<file path="config.mk">
export PLATFORM = sky130hd
export DESIGN_NAME = keypad_scanner
export DESIGN_NICKNAME = d
export VERILOG_FILES = /design/src/rtl/keypad_scanner.sv
export SDC_FILE = /design/constraint.sdc
export NUM_CORES = 1
export LEC_CHECK = 0
export CAP_MARGIN = 25
export CORE_MARGIN = 4
export CORE_UTILIZATION = 55
export DETAILED_ROUTE_END_ITERATION = 6
export PLACE_DENSITY = 0.75
export SLEW_MARGIN = 10
export SYNTH_ARGS = -nofsm -noshare
export SYNTH_HDL_FRONTEND = slang
export SYNTH_SLANG_ARGS = --single-unit
</file>
<file path="constraint.sdc">
create_clock -name CLK -period 3.3 [get_ports CLK]
set_clock_uncertainty 0.2 [all_clocks]
set_input_delay 0.495 -clock CLK [delete_from_list [all_inputs] [get_ports CLK]]
set_output_delay 0.495 -clock CLK [all_outputs]
set_load 0.01 [all_outputs]
</file>
<file path="src/rtl/keypad_scanner.sv">
// Matrix keypad scanner: rotates an active-low column drive, synchronises the
// row senses, classifies each full scan frame, debounces single-key presses and
// releases over whole frames, and queues press/release events in a small FIFO.
module keypad_scanner #(
  parameter int NUM_ROWS        = 4,
  parameter int NUM_COLS        = 4,
  parameter int SCAN_DIV        = 50000,
  parameter int DEBOUNCE_FRAMES = 3,
  parameter int FIFO_DEPTH      = 4,
  parameter int CODE_W          = $clog2(NUM_ROWS * NUM_COLS)
) (
  input  logic                CLK,
  input  logic                RESET,
  input  logic [NUM_ROWS-1:0] ROWS,
  output logic [NUM_COLS-1:0] COLS,
  output logic                EVT_VALID,
  input  logic                EVT_READY,
  output logic [CODE_W-1:0]   EVT_CODE,
  output logic                EVT_RELEASE,
  output logic                KEY_HELD,
  output logic [CODE_W-1:0]   HELD_CODE,
  output logic                OVERFLOW,
  input  logic                OVF_CLR
);

  localparam int COL_W = $clog2(NUM_COLS);
  localparam int DIV_W = $clog2(SCAN_DIV);
  localparam int CNT_W = $clog2(DEBOUNCE_FRAMES + 1);
  localparam int AW    = $clog2(FIFO_DEPTH);

  localparam logic [NUM_COLS-1:0] COLS_RST = ~(NUM_COLS'(1));
  localparam logic [DIV_W-1:0]    DWELL_LAST = DIV_W'(SCAN_DIV - 1);
  localparam logic [COL_W-1:0]    COL_LAST   = COL_W'(NUM_COLS - 1);
  localparam logic [CNT_W-1:0]    CNT_ONE    = CNT_W'(1);
  localparam logic [CNT_W-1:0]    CNT_DONE   = CNT_W'(DEBOUNCE_FRAMES);
  localparam logic [AW:0]         FULL_CNT   = FIFO_DEPTH[AW:0];

  typedef enum logic [1:0] {FR_NONE, FR_SINGLE, FR_MULTI} frame_e;
  typedef enum logic [1:0] {ST_IDLE, ST_PRESS_DB, ST_HELD, ST_REL_DB} state_e;

  logic [NUM_ROWS-1:0] rows_meta_q, rows_sync_q;
  logic [DIV_W-1:0]    dwell_q, dwell_d;
  logic [COL_W-1:0]    col_q, col_d;
  logic [NUM_COLS-1:0] cols_q, cols_d;
  logic                sample;
  frame_e              kind, acc_kind_q, acc_kind_d, frame_kind_q, frame_kind_d;
  logic [CODE_W-1:0]   code, acc_code_q, acc_code_d, frame_code_q, frame_code_d;
  logic                frame_done_q, frame_done_d;
  state_e              state_q, state_d;
  logic [CODE_W-1:0]   cand_q, cand_d;
  logic [CNT_W-1:0]    cnt_q, cnt_d;
  logic                single, match, push, push_rel;
  logic [CODE_W-1:0]   push_code;
  logic [CODE_W:0]     mem_q [FIFO_DEPTH];
  logic [CODE_W:0]     mem_d [FIFO_DEPTH];
  logic [AW-1:0]       wr_q, wr_d, rd_q, rd_d;
  logic [AW:0]         count_q, count_d;
  logic                ovf_q, ovf_d;
  logic                pop, full, do_push;

  // Two-flop row synchroniser; idle level is all ones (pull-ups).
  always_ff @(posedge CLK or posedge RESET) begin
    if (RESET) begin
      rows_meta_q <= '1;
      rows_sync_q <= '1;
    end else begin
      rows_meta_q <= ROWS;
      rows_sync_q <= rows_meta_q;
    end
  end

  // Column dwell timing, column rotation and per-frame closure accumulation.
  always_comb begin
    sample  = (dwell_q == DWELL_LAST);
    dwell_d = dwell_q + DIV_W'(1);
    col_d   = col_q;
    cols_d  = cols_q;
    if (sample) begin
      dwell_d = '0;
      col_d   = (col_q == COL_LAST) ? '0 : col_q + COL_W'(1);
      cols_d  = {cols_q[NUM_COLS-2:0], cols_q[NUM_COLS-1]};
    end

    // Column 0 starts a fresh frame; otherwise extend what earlier columns saw.
    kind = (col_q == '0) ? FR_NONE : acc_kind_q;
    code = (col_q == '0) ? '0 : acc_code_q;
    for (int unsigned r = 0; r < NUM_ROWS; r++) begin
      if (!rows_sync_q[r]) begin
        if (kind == FR_NONE) begin
          kind = FR_SINGLE;
          code = CODE_W'(r * NUM_COLS + 32'(col_q));
        end else begin
          kind = FR_MULTI;
        end
      end
    end

    acc_kind_d   = acc_kind_q;
    acc_code_d   = acc_code_q;
    frame_done_d = 1'b0;
    frame_kind_d = frame_kind_q;
    frame_code_d = frame_code_q;
    if (sample) begin
      if (col_q == COL_LAST) begin
        frame_done_d = 1'b1;
        frame_kind_d = kind;
        frame_code_d = code;
      end else begin
        acc_kind_d = kind;
        acc_code_d = code;
      end
    end
  end

  // Scan and frame-classification registers.
  always_ff @(posedge CLK or posedge RESET) begin
    if (RESET) begin
      dwell_q      <= '0;
      col_q        <= '0;
      cols_q       <= COLS_RST;
      acc_kind_q   <= FR_NONE;
      acc_code_q   <= '0;
      frame_done_q <= 1'b0;
      frame_kind_q <= FR_NONE;
      frame_code_q <= '0;
    end else begin
      dwell_q      <= dwell_d;
      col_q        <= col_d;
      cols_q       <= cols_d;
      acc_kind_q   <= acc_kind_d;
      acc_code_q   <= acc_code_d;
      frame_done_q <= frame_done_d;
      frame_kind_q <= frame_kind_d;
      frame_code_q <= frame_code_d;
    end
  end

  // Debounce next-state and event generation, evaluated only on frame_done.
  always_comb begin
    state_d   = state_q;
    cand_d    = cand_q;
    cnt_d     = cnt_q;
    push      = 1'b0;
    push_rel  = 1'b0;
    push_code = cand_q;
    single    = (frame_kind_q == FR_SINGLE);
    match     = single && (frame_code_q == cand_q);
    if (frame_done_q) begin
      unique case (state_q)
        ST_IDLE: begin
          if (single) begin
            cand_d    = frame_code_q;
            cnt_d     = CNT_ONE;
            push_code = frame_code_q;
            if (DEBOUNCE_FRAMES == 1) begin
              state_d = ST_HELD;
              push    = 1'b1;
            end else begin
              state_d = ST_PRESS_DB;
            end
          end
        end
        ST_PRESS_DB: begin
          if (match) begin
            cnt_d = cnt_q + CNT_ONE;
            if (cnt_d == CNT_DONE) begin
              state_d = ST_HELD;
              push    = 1'b1;
            end
          end else if (single) begin
            cand_d = frame_code_q;
            cnt_d  = CNT_ONE;
          end else begin
            state_d = ST_IDLE;
            cnt_d   = '0;
          end
        end
        ST_HELD: begin
          // MULTI is ignored while held so rollover cannot steal the key.
          if (!match && (frame_kind_q != FR_MULTI)) begin
            cnt_d = CNT_ONE;
            if (DEBOUNCE_FRAMES == 1) begin
              state_d  = ST_IDLE;
              push     = 1'b1;
              push_rel = 1'b1;
              cnt_d    = '0;
            end else begin
              state_d = ST_REL_DB;
            end
          end
        end
        ST_REL_DB: begin
          if (match) begin
            state_d = ST_HELD;
          end else begin
            cnt_d = cnt_q + CNT_ONE;
            if (cnt_d == CNT_DONE) begin
              state_d  = ST_IDLE;
              push     = 1'b1;
              push_rel = 1'b1;
              cnt_d    = '0;
            end
          end
        end
        default: state_d = ST_IDLE;
      endcase
    end
  end

  // Debounce state register.
  always_ff @(posedge CLK or posedge RESET) begin
    if (RESET) begin
      state_q <= ST_IDLE;
      cand_q  <= '0;
      cnt_q   <= '0;
    end else begin
      state_q <= state_d;
      cand_q  <= cand_d;
      cnt_q   <= cnt_d;
    end
  end

  // Event FIFO bookkeeping; a pop frees the slot a same-cycle push needs.
  always_comb begin
    mem_d   = mem_q;
    wr_d    = wr_q;
    rd_d    = rd_q;
    count_d = count_q;
    pop     = (count_q != '0) && EVT_READY;
    full    = (count_q == FULL_CNT);
    do_push = push && (!full || pop);
    if (do_push) begin
      mem_d[wr_q] = {push_rel, push_code};
      wr_d        = wr_q + AW'(1);
    end
    if (pop) begin
      rd_d = rd_q + AW'(1);
    end
    if (do_push && !pop) begin
      count_d = count_q + (AW+1)'(1);
    end else if (pop && !do_push) begin
      count_d = count_q - (AW+1)'(1);
    end
    ovf_d = ovf_q;
    if (OVF_CLR) begin
      ovf_d = 1'b0;
    end
    if (push && full && !pop) begin
      ovf_d = 1'b1;
    end
  end

  // FIFO storage, pointers and sticky overflow flag.
  always_ff @(posedge CLK or posedge RESET) begin
    if (RESET) begin
      for (int unsigned i = 0; i < FIFO_DEPTH; i++) begin
        mem_q[i] <= '0;
      end
      wr_q    <= '0;
      rd_q    <= '0;
      count_q <= '0;
      ovf_q   <= 1'b0;
    end else begin
      mem_q   <= mem_d;
      wr_q    <= wr_d;
      rd_q    <= rd_d;
      count_q <= count_d;
      ovf_q   <= ovf_d;
    end
  end

  assign COLS                    = cols_q;
  assign EVT_VALID               = (count_q != '0);
  assign {EVT_RELEASE, EVT_CODE} = mem_q[rd_q];
  assign KEY_HELD                = (state_q == ST_HELD) || (state_q == ST_REL_DB);
  assign HELD_CODE               = KEY_HELD ? cand_q : '0;
  assign OVERFLOW                = ovf_q;

endmodule

</file>
-- Yosys cells after proc, flatten, opt, wreduce, memory -nomap -nowiden
Index checks and enable logic that the tools add are counted.
Widths: inputs -> output; s select.
- output and inout port bits: 16
- word-level logic and storage cells: 143
- register bits: 79
- input bits: 8
- add/subtract/negate cells: 10
- reduce and logical (&&, ||, !) cells: 30
- mux-type cells: 59
- magnitude comparators: 3
- bitwise operators: 3
- equality and inequality tests: 17
- operators by type and width (cell ; number):
    $mux 4 ; 14
    $mux 2 ; 21
    $bwmux 20 ; 1
    $add 16x1->16 const B ; 1
    $eq 16x16->1 const B ; 1
    $mux 16 ; 1
    $pmux 2 s4 ; 2
    $mux 5 ; 3
    $logic_not 2->1 ; 6
    $mux 1 ; 11
    $bmux 5 s2 ; 1
    $demux 5 s2 ; 1
    $ne 2x2->1 const B ; 5
    $logic_and 1x1->1 ; 9
    $ne 3x3->1 const B ; 3
    $add 2x1->2 const B ; 4
    $add 4x2->4 const A ; 2
    $eq 2x2->1 const B ; 4
    $pmux 4 s2 ; 1
    $ge 3x3->1 const B ; 2
    $mux 3 ; 2
    $not 2->3 ; 2
    $reduce_and 6->1 ; 1
    $reduce_bool 2->1 ; 3
    15 further kinds ; 21

-- Depth between registers and ports, before layout
Gate-level depths: netlist of the first run.
- depth after elaboration: 14
- depth in mapped cells: 11
- mapped depth without buffers: 11

-- Worst setup path before layout of the first run
No wires, ideal clock.
- path kind: flip-flop to flip-flop
- start: register cnt_q[0]
- end: register count_q[2]
- arrival: 2.358 ns
- stages on the path, launching flop included: 12
- clock period less this slack: 2.637 ns
- slack: 0.663 ns
- buffers on the path: 0
- data required time: 3.021 ns
- library setup time: 0.079 ns
- path through: dfrtp_1 > inv_1 > ha_1 > nand3_1 > nor2b_1 > a21boi_1 > ha_1 > inv_1 > fa_1 > xor2_1 > nor2_1 > xor2_1
- word-level cells in the longest chain between the ends: 10
- elaborated cells between the ends (all ways): 13
- those cells by class: add/sub: 1; eq/ne: 1; mux: 6; reduce/logical: 5
- RTL lines (element ; line ; text):
    start: declaration ; 51 ; logic [CNT_W-1:0] cnt_q, cnt_d;
    start signal: assignment ; 219 ; cnt_q <= cnt_d;
    $add 2x1->2 (*) ; 165, 196 ;
    $eq 2x2->1 (*) ; 166, 197 ;
    $mux 1 (*) ; 166, 197 ;
    $mux 1, on equally long branches ; 193, 164 ;
    $pmux 1 s2 (*) ; 149 ; unique case (state_q)
    $mux 1 (*) ; 148 ; if (frame_done_q) begin
    $logic_and 1x1->1 (*) ; 231 ; do_push = push && (!full || pop);
    named net do_push ; 59 ; logic pop, full, do_push;
    $logic_not 1->1 ; 241 ; end else if (pop && !do_push) begin
    $logic_and 1x1->1 ; 241 ;
    $reduce_bool 2->1 (no source line) ; - ;
    end signal: assignment ; 267 ; count_q <= count_d;
    end: declaration ; 57 ; logic [AW:0] count_q, count_d;
Mark *: on every way through the listed nets, which the timed path passes. The rest lies on a longest branch.
A chain may end at the register's enable or synchronous reset.

-- Worst setup path in the final report of the first run
Same ends and word-level chain as after synthesis.

==> impl_metrics.toml, run 1 <==
[timing]
finalCritPeriodShare_pct = 91.43
setup_viol = 0
fmax_ghz = 0.3314
period_needed_ps = 3017
tns_ps = 0
hold-worst-slack_ps = 157.0
relSlewSlack_pct = 61.72
setup_slack_ps = 282.9
worst_slew_pin_slew_ps = 572.0
hold_viol = 0
maxSlewViolCount = 0
rsz0062_at_grt = "false"

[routing]
drc = 0
firstDrtPassIters = 4
antenna_left = 0
vias = 2690
via_per_inst = 5.569
drt_iter0_drc = 99
wl_per_cell_um = 15.28
routed_wl_um = 7382

[placement]
placed_cell_area_mm2 = 0.004258
io_buffers = 23
place_congestion = 0.8117
dp.cells = 467
dp_slack_ps = 82.41
hpwl_um = 5273

[final_layout]
layout_commonest_cell = "dfrtp_1"
fillCellCount = 556
syn_to_final_growth_pct = 12.54
instances_no_fill = 483
utilization_pct = 64.41
final_cell_mix = "68 x dfrtp_1, 44 x nand2_1, 24 x mux2_2"
regArea_mm2 = 0.001991
layout-drive-gt1-share_pct = 18.09
multi_input_area_mm2 = 0.001803
fin_area_mm2 = 0.004424
diodes = 0
nets = 402

[die]
initial_utilization_pct = 57.23
die-width_um = 92.55
ioPinCount = 24
fp.dieH_um = 92.55
die-area_mm2 = 0.008565
fp.coreArea_mm2 = 0.006869
rows = 30

[clocking]
cts_buffers = 9
cts-resized-gates = 0
cts-root-buf = "clkbuf_8"
clock_sinks = 79
htreeDepth = 3
clock_latency_ps = 340
cts_tree = "built"
clk_path_buf_depth = 2
cts_setup_buffers = 0
cts_hold_buffers = 0
path_clk_slew_ps = 80

[global_routing]
grt_pass1_vias = 2767
grt_max_degree = 41
grt-ovfl-total = 0
antenna_found_initial = 0
grt_usage_pct = 19.05
grt_pass1_wl_um = 12940

[yosys]
synth-seq-cells = 79
syn_avg_cell_area_um2 = 10.98
synthesis.area_mm2 = 0.003931
async_flop_share_pct = 100.0
synth_cell_type_count = 54
synth_edf_count = 0
yosys_warnings = 0
netlist_instances = 358
synth_top_flop_cell = "dfrtp_1"
yosysSeqAreaShare_pct = 50.64
syn-num-nets = 378

[critical_path]
slowest_stage = "dfrtp_1"
max_stage_delay_ps = 400
arrival_ps = 3090
crit_type = "reg -> reg"
end_kind = "register"
cp_data_required_time_ps = 3370
path_cells = "inv_1, ha_1, nand3_1, nor2b_1, a21boi_1, ha_1, inv_1, fa_1, xor2_1, nor2_1, xor2_1"
start_kind = "register"
cp_max_fo = 6

[power_and_ir_drop]
sw_frac_of_total_pct = 25.40
power.internal_mw = 1.395
power_density_mw_per_mm2 = 422.8
finalPower_mw = 1.871
pwr-share-seq_pct = 57.9
peakVddDrop_v = 0.0002724
combPwrFrac_pct = 8.3
p_sw_mw = 0.4751
cellLeakagePower_nw = 1.933
clkPwrFrac_pct = 33.7

[run_status]
status = "finished clean"

[job]
drv_cap = 0

[min_path]
worst_hold_path_type = "reg -> reg"
-- metal layers --
metal / share of wire, % / GRT usage (%) / up-vias
li1: - / - / 1296
met2: 49 / 31.42 / 63
met5: 0 / 0 / -
met3: 4.3 / 4.549 / 13
met4: 1.5 / 7.054 / 0
met1: 45 / 24.43 / 1318
-- power by group through the flow --
stage	combinational [mW]	clock (mW)	sequential [mW]
after floorplan	0.157	0	1.05
after global placement	0.153	0	1.10
after detailed placement	0.159	0	1.10
after CTS	0.159	0.648	1.08
after global routing	0.172	0.693	1.09
final	0.156	0.631	1.08
-- layout make-up --
| cell class | count | area share, % |
|---|---|---|
| clock buffers | 12 | 3.281 |
| well taps | 96 | 2.715 |
| clock inverters | 4 | 0.4808 |
| multi-input cells | 247 | 40.75 |
| flip-flops and latches | 79 | 44.99 |
| repair buffers | 28 | 6.335 |
| inverters | 17 | 1.442 |
-- synthesized netlist by cell type (all sizes together), types with 2 or more instances --
cell / count / area share, %
nor3b: 2 / 0.38
a21o: 6 / 1.1
nor4b: 2 / 0.45
nor2: 18 / 1.7
nor2b: 2 / 0.51
buf: 6 / 1.0
and4: 3 / 0.67
or3: 5 / 0.80
xnor2: 14 / 3.1
dfrtp: 68 / 43
mux4: 5 / 2.9
nand3: 18 / 2.3
mux2: 28 / 8.4
nand2: 45 / 4.4
nor3: 2 / 0.25
o2bb2ai: 2 / 0.45
ha: 11 / 3.5
o32ai: 2 / 0.45
nor4bb: 2 / 0.51
a21oi: 10 / 1.3
a41oi: 2 / 0.45
and3: 7 / 1.2
inv: 17 / 1.6
clkbuf: 9 / 0.86
dfstp: 11 / 7.4
and2: 7 / 1.2
xor2: 10 / 2.2
a211oi: 2 / 0.38
o21ai: 17 / 2.2
nand4: 8 / 1.3
a31oi: 2 / 0.32
-- worst paths after layout --
path / startpoint / end / slack, ps / depth (start not counted)
setup / recovery: cnt_q[0] / count_q[2] / 280 / 11
hold / removal: rows_meta_q[1] / rows_sync_q[1] / 160 / 0
setup reg to reg: cnt_q[0] / count_q[2] / 280 / 11
hold reg to reg: rows_meta_q[1] / rows_sync_q[1] / 160 / 0
max in group asynchronous: RESET / mem_q[0] / 2050 / 3
min in group asynchronous: RESET / dwell_q[9] / 200 / 2
-- critical path: cells and delay by family (launching register included) --
| family | cells | cell delay (ps) |
|---|---|---|
| AO/OA/AOI/OAI | 1 | 360 |
| AND/OR/NAND/NOR | 3 | 680 |
| buffers and inverters | 2 | 170 |
| flip-flops | 1 | 400 |
| XOR/XNOR | 2 | 310 |
| adder cells (fa/ha/maj) | 3 | 830 |
-- kinds of logic (layout without fill, tap and decap cells) --
logic type / after synthesis / in the layout / synth area share, %
AND/OR/NAND/NOR: 126 / 126 / 16.65
flip-flops: 79 / 79 / 50.64
AO/OA/AOI/OAI: 50 / 50 / 8.084
multiplexers: 34 / 34 / 11.52
buffers and inverters: 32 / 61 / 3.501
XOR/XNOR: 24 / 24 / 5.347
adder cells (fa/ha/maj): 13 / 13 / 4.265
-- sequential cells by signal, summed over array words and instances (netlist names), named ones only --
register	cells
mem_q	20
dwell_q	16
COLS	4
acc_code_q	4
cand_q	4
frame_code_q	4
rows_meta_q	4
rows_sync_q	4
count_q	3
acc_kind_q	2
cnt_q	2
col_q	2
frame_kind_q	2
rd_q	2
wr_q	2
OVERFLOW	1
frame_done_q	1
state_q	1
(Power assumes the default switching activity.)
==> inputs of run 2 (changes only) <==
- CORE_UTILIZATION: 55 -> 45
- CTS_CLUSTER_SIZE: unset -> 10
- PLACE_DENSITY: 0.75 -> unset
==> impl_metrics.toml, run 2 (synthesized netlist as in run 1, its figures left out) <==
[power_and_ir_drop]
cellLeakagePower_nw = 1.945
power_density_mw_per_mm2 = 436.3
power.internal_mw = 1.447
combPwrFrac_pct = 7.9
p_sw_mw = 0.5024
finalPower_mw = 1.950
peakVddDrop_v = 0.0002303
sw_frac_of_total_pct = 25.77
clkPwrFrac_pct = 36.7
pwr-share-seq_pct = 55.4

[critical_path]
end_kind = "register"
critPathCapture = "count_q[2]"
crit_type = "reg -> reg"
r2r-start = "cand_q[1]"
cp_max_fo = 6
crit_path_start = "cand_q[1]"
start_kind = "register"
rr_endpoint = "count_q[2]"
reg2reg_slack_ps = 460
cp_data_required_time_ps = 3380
r2r_cells = 10
arrival_ps = 2920

[routing]
antenna_left = 0
via_per_inst = 5.315
wl_per_cell_um = 14.57
firstDrtPassIters = 4
drt_iter0_drc = 74
routed_wl_um = 7168
vias = 2615
drc = 0

[global_routing]
antenna_found_initial = 0
grt-ovfl-total = 0
grt_usage_pct = 15.37
grt_max_degree = 55
grt_pass1_vias = 2609
grt_pass1_wl_um = 12510

[die]
rows = 33
fp.coreArea_mm2 = 0.008341
ioPinCount = 24
die-width_um = 101.5
die-area_mm2 = 0.01030
fp.dieH_um = 101.5
initial_utilization_pct = 47.13

[clocking]
cts_hold_buffers = 0
path_clk_slew_ps = 90
cts_tree = "built"
clock_sinks = 79
cts_buffers = 9
clock_latency_ps = 350
cts_setup_buffers = 0
clk_path_buf_depth = 2
cts-resized-gates = 0
cts-root-buf = "clkbuf_8"
htreeDepth = 3

[min_path]
worst_hold_path_type = "reg -> reg"

[final_layout]
nets = 402
fillCellCount = 790
layout_commonest_cell = "dfrtp_1"
diodes = 0
regMostFlops = "mem_q"
layout-drive-gt1-share_pct = 18.60
syn_to_final_growth_pct = 13.65
largest_register_ffs = 20
final_cell_mix = "68 x dfrtp_1, 44 x nand2_1, 24 x mux2_2"
reg.largest.list = "mem_q x20, dwell_q x16"

[placement]
io_buffers = 23
place_congestion = 0.7560
hpwl_um = 4995

[run_status]
status = "finished clean"

[timing]
finalCritPeriodShare_pct = 85.94
maxSlewViolCount = 0
relSlewSlack_pct = 62.98
worst_slew_pin_slew_ps = 553.3
tns_ps = 0
setup_viol = 0
fmax_ghz = 0.3526
rsz0062_at_grt = "false"
period_needed_ps = 2836
hold_viol = 0

[job]
drv_cap = 0
-- run 2: cell type report --
| cell class | count | area (um^2) | share of cell area (%) |
|---|---|---|---|
| clock buffer | 11 | 162.7 | 3.640 |
| clock inverter | 5 | 36.28 | 0.8121 |
| inverter | 17 | 63.81 | 1.428 |
| multi-input combinational | 247 | 1803 | 40.35 |
| sequential | 79 | 1991 | 44.55 |
| tap | 105 | 131.4 | 2.940 |
| timing repair buffer | 28 | 280.3 | 6.273 |
-- run 2: worst min path at each step --
stage / start / endpoint / slack (ps) / depth (start not counted)
after floorplan: rows_meta_q[0] / rows_sync_q[0] / 150 / 0
after global placement: rows_meta_q[2] / rows_sync_q[2] / 150 / 0
after detailed placement: rows_meta_q[0] / rows_sync_q[0] / 150 / 0
after CTS: rows_meta_q[0] / rows_sync_q[0] / 160 / 0
after global routing: rows_meta_q[2] / rows_sync_q[2] / 160 / 0
final: rows_meta_q[2] / rows_sync_q[2] / 160 / 0
-- run 2: through the flow --
stage               instances  utilization, %  setup WS (ps)  hold slack, ps  area, um^2
global placement          476           51.19          261.6           145.8        4269
global route              492           53.57          318.8           163.4        4468
finish                    492           53.57          464.0           158.2        4468
CTS                       492           53.57          446.3           159.5        4468
floorplan                 358               -          599.8           145.2        3931
detailed placement        476           51.19          232.6           146.8        4269
-- run 2: routing by layer --
metal	global-route usage (%)	wire length [um]	vias up
met1	20.24	3397	1272
met5	0	0	-
met4	4.601	89	0
met2	25.05	3425	32
met3	3.994	255	8
li1	-	-	1303
-- run 2: worst max-delay path: stages (launching register included) --
cell and delay, ps:
dfrtp_1 420, xnor2_1 210, and4_1 260, nand3_1 220, a21boi_1 360, ha_1 250
inv_1 60, fa_1 370, xor2_1 170, nor2_1 110, xor2_1 150
-- run 2: power by group through the flow --
| stage | Clock, mW | Combinational (mW) | Sequential (mW) |
|---|---|---|---|
| detailed placement | 0 | 0.158 | 1.10 |
| global route | 0.776 | 0.171 | 1.09 |
| CTS | 0.743 | 0.158 | 1.08 |
| finish | 0.715 | 0.154 | 1.08 |
| global placement | 0 | 0.154 | 1.10 |
| floorplan | 0 | 0.157 | 1.05 |
